`src/rtl/vga_depth_pkg.sv`:
```
// Shared definitions for the colour-depth reducer: mode encoding, the 4x4
// ordered-dither matrix and the saturating right shift used by round/dither.
package vga_depth_pkg;

  typedef enum logic [1:0] {
    MODE_LOW    = 2'd0,
    MODE_HIGH   = 2'd1,
    MODE_ROUND  = 2'd2,
    MODE_DITHER = 2'd3
  } mode_t;

  // Working width of the saturating helper; covers IN_BITS up to 8.
  localparam int SAT_W = 9;

  localparam logic [3:0] BAYER [4][4] = '{
    '{4'd0,  4'd8,  4'd2,  4'd10},
    '{4'd12, 4'd4,  4'd14, 4'd6 },
    '{4'd3,  4'd11, 4'd1,  4'd9 },
    '{4'd15, 4'd7,  4'd13, 4'd5 }
  };

  function automatic logic [SAT_W-1:0] sat_shift(input logic [SAT_W-1:0] sum,
                                                 input int shift,
                                                 input int out_bits);
    logic [SAT_W-1:0] q;
    logic [SAT_W-1:0] lim;
    q   = sum >> shift;
    lim = SAT_W'((1 << out_bits) - 1);
    return (q > lim) ? lim : q;
  endfunction

endpackage

```
`src/rtl/vga_depth_reducer_if.sv`:
```
// Video bundle between the core RGB/sync outputs and the reducer, plus the
// reduced colour and delayed syncs going out to the board DAC.
interface vga_depth_reducer_if #(
  parameter int IN_BITS  = 3,
  parameter int OUT_BITS = 2
);
  logic                pix_ce_i;
  logic [IN_BITS-1:0]  rgb_r_i;
  logic [IN_BITS-1:0]  rgb_g_i;
  logic [IN_BITS-1:0]  rgb_b_i;
  logic                blank_i;
  logic                hsync_i;
  logic                vsync_i;
  logic [1:0]          mode_i;
  logic [1:0]          mode_o;
  logic [OUT_BITS-1:0] rgb_r_o;
  logic [OUT_BITS-1:0] rgb_g_o;
  logic [OUT_BITS-1:0] rgb_b_o;
  logic                hsync_o;
  logic                vsync_o;

  modport master (
    output pix_ce_i, rgb_r_i, rgb_g_i, rgb_b_i, blank_i, hsync_i, vsync_i, mode_i,
    input  mode_o, rgb_r_o, rgb_g_o, rgb_b_o, hsync_o, vsync_o
  );

  modport slave (
    input  pix_ce_i, rgb_r_i, rgb_g_i, rgb_b_i, blank_i, hsync_i, vsync_i, mode_i,
    output mode_o, rgb_r_o, rgb_g_o, rgb_b_o, hsync_o, vsync_o
  );
endinterface

```
`src/rtl/vga_depth_chan.sv`:
```
// Per-channel colour reduction: low bits, high bits, rounding or ordered
// dither, with saturation so full-scale inputs never wrap to zero.
module vga_depth_chan
  import vga_depth_pkg::*;
#(
  parameter int IN_BITS  = 3,
  parameter int OUT_BITS = 2
) (
  input  logic [IN_BITS-1:0]  v,
  input  logic [3:0]          bayer,
  input  mode_t               mode,
  output logic [OUT_BITS-1:0] res
);
  localparam int D  = IN_BITS - OUT_BITS;
  localparam int SW = IN_BITS + 1;

  logic [3:0]       t;
  logic [SW-1:0]    sum_round;
  logic [SW-1:0]    sum_dith;
  logic [SAT_W-1:0] sat_round;
  logic [SAT_W-1:0] sat_dith;

  // Keep only the top D bits of the 4-bit threshold so it matches the
  // weight of the bits being discarded.
  assign t         = bayer >> (4 - D);
  assign sum_round = SW'(v) + SW'(1 << (D - 1));
  assign sum_dith  = SW'(v) + SW'(t);
  assign sat_round = sat_shift(SAT_W'(sum_round), D, OUT_BITS);
  assign sat_dith  = sat_shift(SAT_W'(sum_dith), D, OUT_BITS);

  always_comb begin
    // NOTE: default assignment first so no path through the case leaves res unassigned (no latch).
    res = '0;
    unique case (mode)
      MODE_LOW:    res = v[OUT_BITS-1:0];
      MODE_HIGH:   res = OUT_BITS'(v >> D);
      MODE_ROUND:  res = sat_round[OUT_BITS-1:0];
      MODE_DITHER: res = sat_dith[OUT_BITS-1:0];
    endcase
  end

endmodule

```
`src/rtl/vga_depth_reducer.sv`:
```
// Two-stage colour-depth reducer: stage 1 captures pixel, syncs and screen
// position; stage 2 reduces each channel and registers the outputs.
module vga_depth_reducer
  import vga_depth_pkg::*;
#(
  parameter int IN_BITS  = 3,
  parameter int OUT_BITS = 2,
  parameter int HS_POL   = 0,
  parameter int VS_POL   = 0,
  parameter int MODE_RST = 1,
  parameter int TEMPORAL = 0
) (
  input logic               clk_i,
  input logic               reset_i,
  vga_depth_reducer_if.slave vid
);
  localparam logic  HS_ACT    = 1'(HS_POL);
  localparam logic  VS_ACT    = 1'(VS_POL);
  localparam mode_t MODE_INIT = mode_t'(2'(MODE_RST));

  logic hs_act, vs_act, hs_prev, vs_prev, hs_edge, vs_edge;
  logic [1:0] x_q, y_q, frame_q, xx, yy;
  mode_t mode_q;

  logic [IN_BITS-1:0] r1, g1, b1;
  logic               blank1, hs1, vs1;
  logic [1:0]         x1, y1;

  logic [3:0]          bayer;
  logic [OUT_BITS-1:0] r_c, g_c, b_c, r_q, g_q, b_q;
  logic                hs_q, vs_q;

  assign hs_act  = (vid.hsync_i == HS_ACT);
  assign vs_act  = (vid.vsync_i == VS_ACT);
  assign hs_edge = hs_act & ~hs_prev;
  assign vs_edge = vs_act & ~vs_prev;

  // Temporal mode slides the threshold pattern by the frame count (2-bit wrap).
  assign xx    = (TEMPORAL != 0) ? x1 + frame_q : x1;
  assign yy    = (TEMPORAL != 0) ? y1 + {1'b0, frame_q[1]} : y1;
  assign bayer = BAYER[yy][xx];

  vga_depth_chan #(.IN_BITS(IN_BITS), .OUT_BITS(OUT_BITS)) u_chan_r (
    .v(r1), .bayer(bayer), .mode(mode_q), .res(r_c));
  vga_depth_chan #(.IN_BITS(IN_BITS), .OUT_BITS(OUT_BITS)) u_chan_g (
    .v(g1), .bayer(bayer), .mode(mode_q), .res(g_c));
  vga_depth_chan #(.IN_BITS(IN_BITS), .OUT_BITS(OUT_BITS)) u_chan_b (
    .v(b1), .bayer(bayer), .mode(mode_q), .res(b_c));

  // NOTE: non-blocking assignments so every stage samples last cycle's state, not this cycle's update.
  always_ff @(posedge clk_i) begin
    if (reset_i) begin
      hs_prev <= 1'b0;
      vs_prev <= 1'b0;
      x_q     <= 2'd0;
      y_q     <= 2'd0;
      frame_q <= 2'd0;
      mode_q  <= MODE_INIT;
      r1      <= '0;
      g1      <= '0;
      b1      <= '0;
      blank1  <= 1'b0;
      hs1     <= ~HS_ACT;
      vs1     <= ~VS_ACT;
      x1      <= 2'd0;
      y1      <= 2'd0;
      r_q     <= '0;
      g_q     <= '0;
      b_q     <= '0;
      hs_q    <= ~HS_ACT;
      vs_q    <= ~VS_ACT;
    end else if (vid.pix_ce_i) begin
      hs_prev <= hs_act;
      vs_prev <= vs_act;
      x_q     <= hs_edge ? 2'd0 : x_q + 2'd1;
      if (vs_edge)      y_q <= 2'd0;
      else if (hs_edge) y_q <= y_q + 2'd1;
      if (vs_edge) begin
        frame_q <= frame_q + 2'd1;
        mode_q  <= mode_t'(vid.mode_i);
      end

      r1     <= vid.rgb_r_i;
      g1     <= vid.rgb_g_i;
      b1     <= vid.rgb_b_i;
      blank1 <= vid.blank_i;
      hs1    <= vid.hsync_i;
      vs1    <= vid.vsync_i;
      x1     <= x_q;
      y1     <= y_q;

      r_q  <= blank1 ? '0 : r_c;
      g_q  <= blank1 ? '0 : g_c;
      b_q  <= blank1 ? '0 : b_c;
      hs_q <= hs1;
      vs_q <= vs1;
    end
  end

  assign vid.mode_o  = mode_q;
  assign vid.rgb_r_o = r_q;
  assign vid.rgb_g_o = g_q;
  assign vid.rgb_b_o = b_q;
  assign vid.hsync_o = hs_q;
  assign vid.vsync_o = vs_q;

endmodule

```
`src/flat_wrapper.sv`:
```
// flat-port wrapper written by rule: the top's interface ports become plain ports
module vga_depth_reducer_flat import vga_depth_pkg::*;
#(
  parameter int IN_BITS  = 3,
  parameter int OUT_BITS = 2,
  parameter int HS_POL   = 0,
  parameter int VS_POL   = 0,
  parameter int MODE_RST = 1,
  parameter int TEMPORAL = 0
)
  (clk_i, reset_i, vid_pix_ce_i, vid_rgb_r_i, vid_rgb_g_i, vid_rgb_b_i, vid_blank_i, vid_hsync_i, vid_vsync_i, vid_mode_i, vid_mode_o, vid_rgb_r_o, vid_rgb_g_o, vid_rgb_b_o, vid_hsync_o, vid_vsync_o);
  vga_depth_reducer_if #(.IN_BITS(IN_BITS), .OUT_BITS(OUT_BITS)) vid_i ();
  input logic clk_i;
  input logic reset_i;
  input wire logic [$bits(vid_i.pix_ce_i)-1:0] vid_pix_ce_i;
  input wire logic [$bits(vid_i.rgb_r_i)-1:0] vid_rgb_r_i;
  input wire logic [$bits(vid_i.rgb_g_i)-1:0] vid_rgb_g_i;
  input wire logic [$bits(vid_i.rgb_b_i)-1:0] vid_rgb_b_i;
  input wire logic [$bits(vid_i.blank_i)-1:0] vid_blank_i;
  input wire logic [$bits(vid_i.hsync_i)-1:0] vid_hsync_i;
  input wire logic [$bits(vid_i.vsync_i)-1:0] vid_vsync_i;
  input wire logic [$bits(vid_i.mode_i)-1:0] vid_mode_i;
  output wire logic [$bits(vid_i.mode_o)-1:0] vid_mode_o;
  output wire logic [$bits(vid_i.rgb_r_o)-1:0] vid_rgb_r_o;
  output wire logic [$bits(vid_i.rgb_g_o)-1:0] vid_rgb_g_o;
  output wire logic [$bits(vid_i.rgb_b_o)-1:0] vid_rgb_b_o;
  output wire logic [$bits(vid_i.hsync_o)-1:0] vid_hsync_o;
  output wire logic [$bits(vid_i.vsync_o)-1:0] vid_vsync_o;
  assign vid_i.pix_ce_i = vid_pix_ce_i;
  assign vid_i.rgb_r_i = vid_rgb_r_i;
  assign vid_i.rgb_g_i = vid_rgb_g_i;
  assign vid_i.rgb_b_i = vid_rgb_b_i;
  assign vid_i.blank_i = vid_blank_i;
  assign vid_i.hsync_i = vid_hsync_i;
  assign vid_i.vsync_i = vid_vsync_i;
  assign vid_i.mode_i = vid_mode_i;
  assign vid_mode_o = vid_i.mode_o;
  assign vid_rgb_r_o = vid_i.rgb_r_o;
  assign vid_rgb_g_o = vid_i.rgb_g_o;
  assign vid_rgb_b_o = vid_i.rgb_b_o;
  assign vid_hsync_o = vid_i.hsync_o;
  assign vid_vsync_o = vid_i.vsync_o;
  vga_depth_reducer #(.IN_BITS(IN_BITS), .OUT_BITS(OUT_BITS), .HS_POL(HS_POL), .VS_POL(VS_POL), .MODE_RST(MODE_RST), .TEMPORAL(TEMPORAL)) u_core (.clk_i(clk_i), .reset_i(reset_i), .vid(vid_i));
endmodule
```
`config.mk`:
```
export PLATFORM = sky130hd
export DESIGN_NAME = vga_depth_reducer_flat
export DESIGN_NICKNAME = d
export VERILOG_FILES = /design/src/rtl/vga_depth_pkg.sv /design/src/rtl/vga_depth_reducer_if.sv /design/src/rtl/vga_depth_chan.sv /design/src/rtl/vga_depth_reducer.sv /design/src/flat_wrapper.sv
export SDC_FILE = /design/constraint.sdc
export NUM_CORES = 1
export LEC_CHECK = 0
export ABC_AREA = 1
export CAP_MARGIN = 25
export CORE_AREA = 2 2 79 81
export CTS_CLUSTER_SIZE = 14
export DETAILED_ROUTE_END_ITERATION = 6
export DIE_AREA = 0 0 81 83
export GPL_ROUTABILITY_DRIVEN = 0
export GPL_TIMING_DRIVEN = 0
export HOLD_SLACK_MARGIN = 0.08
export RECOVER_POWER = 25
export SYNTH_ARGS = -nofsm -noshare
export SYNTH_HDL_FRONTEND = slang
export SYNTH_SLANG_ARGS = --single-unit
```
`constraint.sdc`:
```
create_clock -name clk_i -period 4.6 [get_ports clk_i]
set_clock_uncertainty 0.15 [all_clocks]
set_input_delay 1.15 -clock clk_i [delete_from_list [all_inputs] [get_ports clk_i]]
set_output_delay 1.15 -clock clk_i [all_outputs]
set_load 0.02 [all_outputs]
```
==> summary.txt <==
Outcome
  – Status: completed

Final layout
  – Layout fillers: 677
  – Most common cell after layout, fill and taps aside: nand2_1
  – Area delta synth->final: 29.9%
  – Layout cells sized above 1: 2.90%
  – Design Area, Final: 1850 um^2
  – Finished Layout Cells: about 320
  – Final nets: 265
  – Most frequent cells in the layout: 53 x nand2_1, 37 x a21oi_1, 33 x inv_1
  – Diodes inserted: 0
  – Post-layout util: 31.8%

Clock tree
  – Clock Pin Slew Worst Setup and Hold Paths: roughly 0.1 ns
  – CTS tree: yes
  – Root buf cell: clkbuf_8
  – CTS Hold Bufs: 0
  – CTS buffer count: 3
  – Setup Buffers After CTS: 0
  – Clock Path Buffers: 2
  – H-tree Lvls: 1
  – # clock sinks: 28
  – Worst skew pair latency: 0.28 ns
  – Number of gates resized after CTS: 0

Floorplanning
  – Die H: 83 um
  – I/O pins: 27
  – Die Width: 81 um
  – Initial Utilization: 24.5%
  – Full die area: 6720 um^2
  – Core Region: around 5800 um^2
  – Std-Cell Rows: 28

Logic synthesis
  – Syn Inst Count: 211
  – Synthesis-stage register bit count: 28
  – Synth cell types: 19
  – Syn Std Cell Area: 1420 um^2
  – Syn_area_per_cell: 6.75 um^2
  – Syn nets: between 200 and 250
  – Synth Warn #: 0
  – Sequential share of the synthesized area: between 30% and 40%

Critical path
  – Crit-path cells: clkdlybuf4s50_1
  – Buf/Inv on CP: 1
  – Critical Path RT: between 3 and 4 ns
  – CP endpoint kind: output port
  – Type of origin of the critical path: register
  – Cell family with most CP delay: buffers and inverters
  – Crit Path Max Fanout: 3
  – Worst Setup Path Type: reg2out
  – Critical path's slowest cell: clkdlybuf4s50_1
  – Slowest stage delay, CP: 0.62 ns
  – Arrival @ worst endpoint: 1.27 ns

Detailed routing
  – Remaining antenna violation count after routing: 0
  – DR vias/cell: 4.34
  – # DRC: 0
  – Initial DRC count: 67
  – Routed WL: 3.53 mm
  – Via count: approximately 1400
  – Drt first pass iters: 4
  – Routed wire length per instance: 11.2 um

Power
  – PwrDens: 311 nW/um^2
  – Pleak: 0.000836 uW
  – Worst vdd ir: approximately 150 uV

Worst hold path
  – HP Class: reg2reg

Placed design
  – Placed cell area: roughly 1800 um^2
  – Post-DP HPWL: 2.64 mm
  – Cells after DPL: between 300 and 400
  – Port Buffer Count: 26

STA
  – Slew HR: around two thirds
  – Final Cycle Share: 55.9%
  – Count of pins over their slew limit: 0
  – Slew @ Worst Pin: 0.524 ns
  – Max frequency: 389 MHz
  – Setup_tns: 0 ns
  – Setup-failing EPs final: 0
  – Min Tclk post-route: 2.57 ns
  – Final Hold Fails: 0
  – RSZ-0062 raised after global routing: false

Global route
  – Number of global-route vias before repair: 1302
  – Overall routing resource usage: around 11%
  – Largest net degree at the start of global routing: 17
  – Global route total overflow: 0
  – Global-route wire length before repair: 6.04 mm
  – Antenna violations before repair: 0

Run
  – Max Cap Viol: 0
[layout make-up]
cell class	instances	area (um^2)	share of cell area [%]
Clock inverter	1	30.0	1.62
Sequential cell	28	561	30.3
Clock buffer	3	41.3	2.23
Buffer	9	37.5	2.03
Tap cell	75	93.8	5.07
Multi-Input combinational cell	141	702	38.0
Timing Repair Buffer	26	260	14.1
Inverter	33	124	6.70
[per-stage QoR]
stage	total power [uW]	hold WS [ns]	setup slack (ns)
after floorplan	341	0.278	2.63
after global placement	383	0.287	1.85
after detailed placement	385	0.296	1.84
after CTS	584	0.322	2.01
after global routing	609	0.332	1.90
final	575	0.314	2.03
[path summary, 6_finish.rpt]
kind,from,endpoint,slack (ns),cells after the start
setup / recovery,u_core.vid.mode_o[1]$_SDFFE_PP0P_,vid_mode_o[1],2.03,1
setup reg to reg,u_core.x1[0]$_SDFFE_PP0P_,u_core.vid.rgb_r_o[0]$_SDFFE_PP0P_,2.94,12
hold reg to reg,u_core.hs_prev$_SDFFE_PP0P_,u_core.hs_prev$_SDFFE_PP0P_,0.31,1
hold / removal,u_core.hs_prev$_SDFFE_PP0P_,u_core.hs_prev$_SDFFE_PP0P_,0.31,1
[synth_stat cells]
master | count | area [um^2]
dfxtp_1 | 28 | 561
o21a_1 | 2 | 15.0
buf_2 | 3 | 15.0
xnor2_1 | 3 | 26.3
a21oi_1 | 37 | 185
or2_0 | 1 | 6.26
inv_2 | 1 | 3.75
clkbuf_1 | 6 | 22.5
o21ai_0 | 15 | 75.1
nand3_1 | 6 | 30.0
nand2_1 | 53 | 199
nor2_1 | 10 | 37.5
inv_1 | 32 | 120
nor4_1 | 1 | 6.26
a31oi_1 | 1 | 6.26
nor3b_1 | 1 | 7.51
ha_1 | 6 | 75.1
nor3_1 | 2 | 10.0
o211ai_1 | 3 | 22.5
[power by group]
part / switching, uW / internal [uW] / leakage (uW) / total, uW
clock: 80.7 / 117 / 0.0000357 / 197
combinational: 59.7 / 48.2 / 0.000569 / 108
sequential: 11.6 / 259 / 0.000231 / 270
[layer usage]
layer	up-vias	routed length, um	global-route usage (%)
met5	-	0	0
met4	0	37	3.54
met3	5	171	2.07
met1	597	1700	15.6
met2	34	1630	17.9
li1	734	-	-
[worst reg2reg max path: cells and delay by family, from the launching register on]
kind | cells | cell delay (ns)
simple gates | 7 | 0.46
fa+ha+maj | 1 | 0.27
compound gates | 1 | 0.06
flops | 1 | 0.36
buf+inv | 3 | 0.25
[state kept, by name (all words and copies together) (netlist names)]
name / cells
u_core.b1: 3
u_core.g1: 3
u_core.r1: 3
u_core.vid.mode_o: 2
u_core.vid.rgb_b_o: 2
u_core.vid.rgb_g_o: 2
u_core.vid.rgb_r_o: 2
u_core.blank1: 1
u_core.hs1: 1
u_core.hs_prev: 1
u_core.vid.hsync_o: 1
u_core.vid.vsync_o: 1
u_core.vs1: 1
u_core.vs_prev: 1
u_core.x1: 1
u_core.x_q: 1
u_core.y1: 1
u_core.y_q: 1
[cells by family (layout without fill, tap and decap cells)]
logic type / Yosys count / in the layout / share of synthesized area (%)
simple gates: 74 / 74 / 20.8
xor+xnor: 3 / 3 / 1.85
flops: 28 / 28 / 39.4
buf+inv: 42 / 72 / 11.3
fa+ha+maj: 6 / 6 / 5.27
compound gates: 58 / 58 / 21.4
Power figures use the tool's default switching activity.
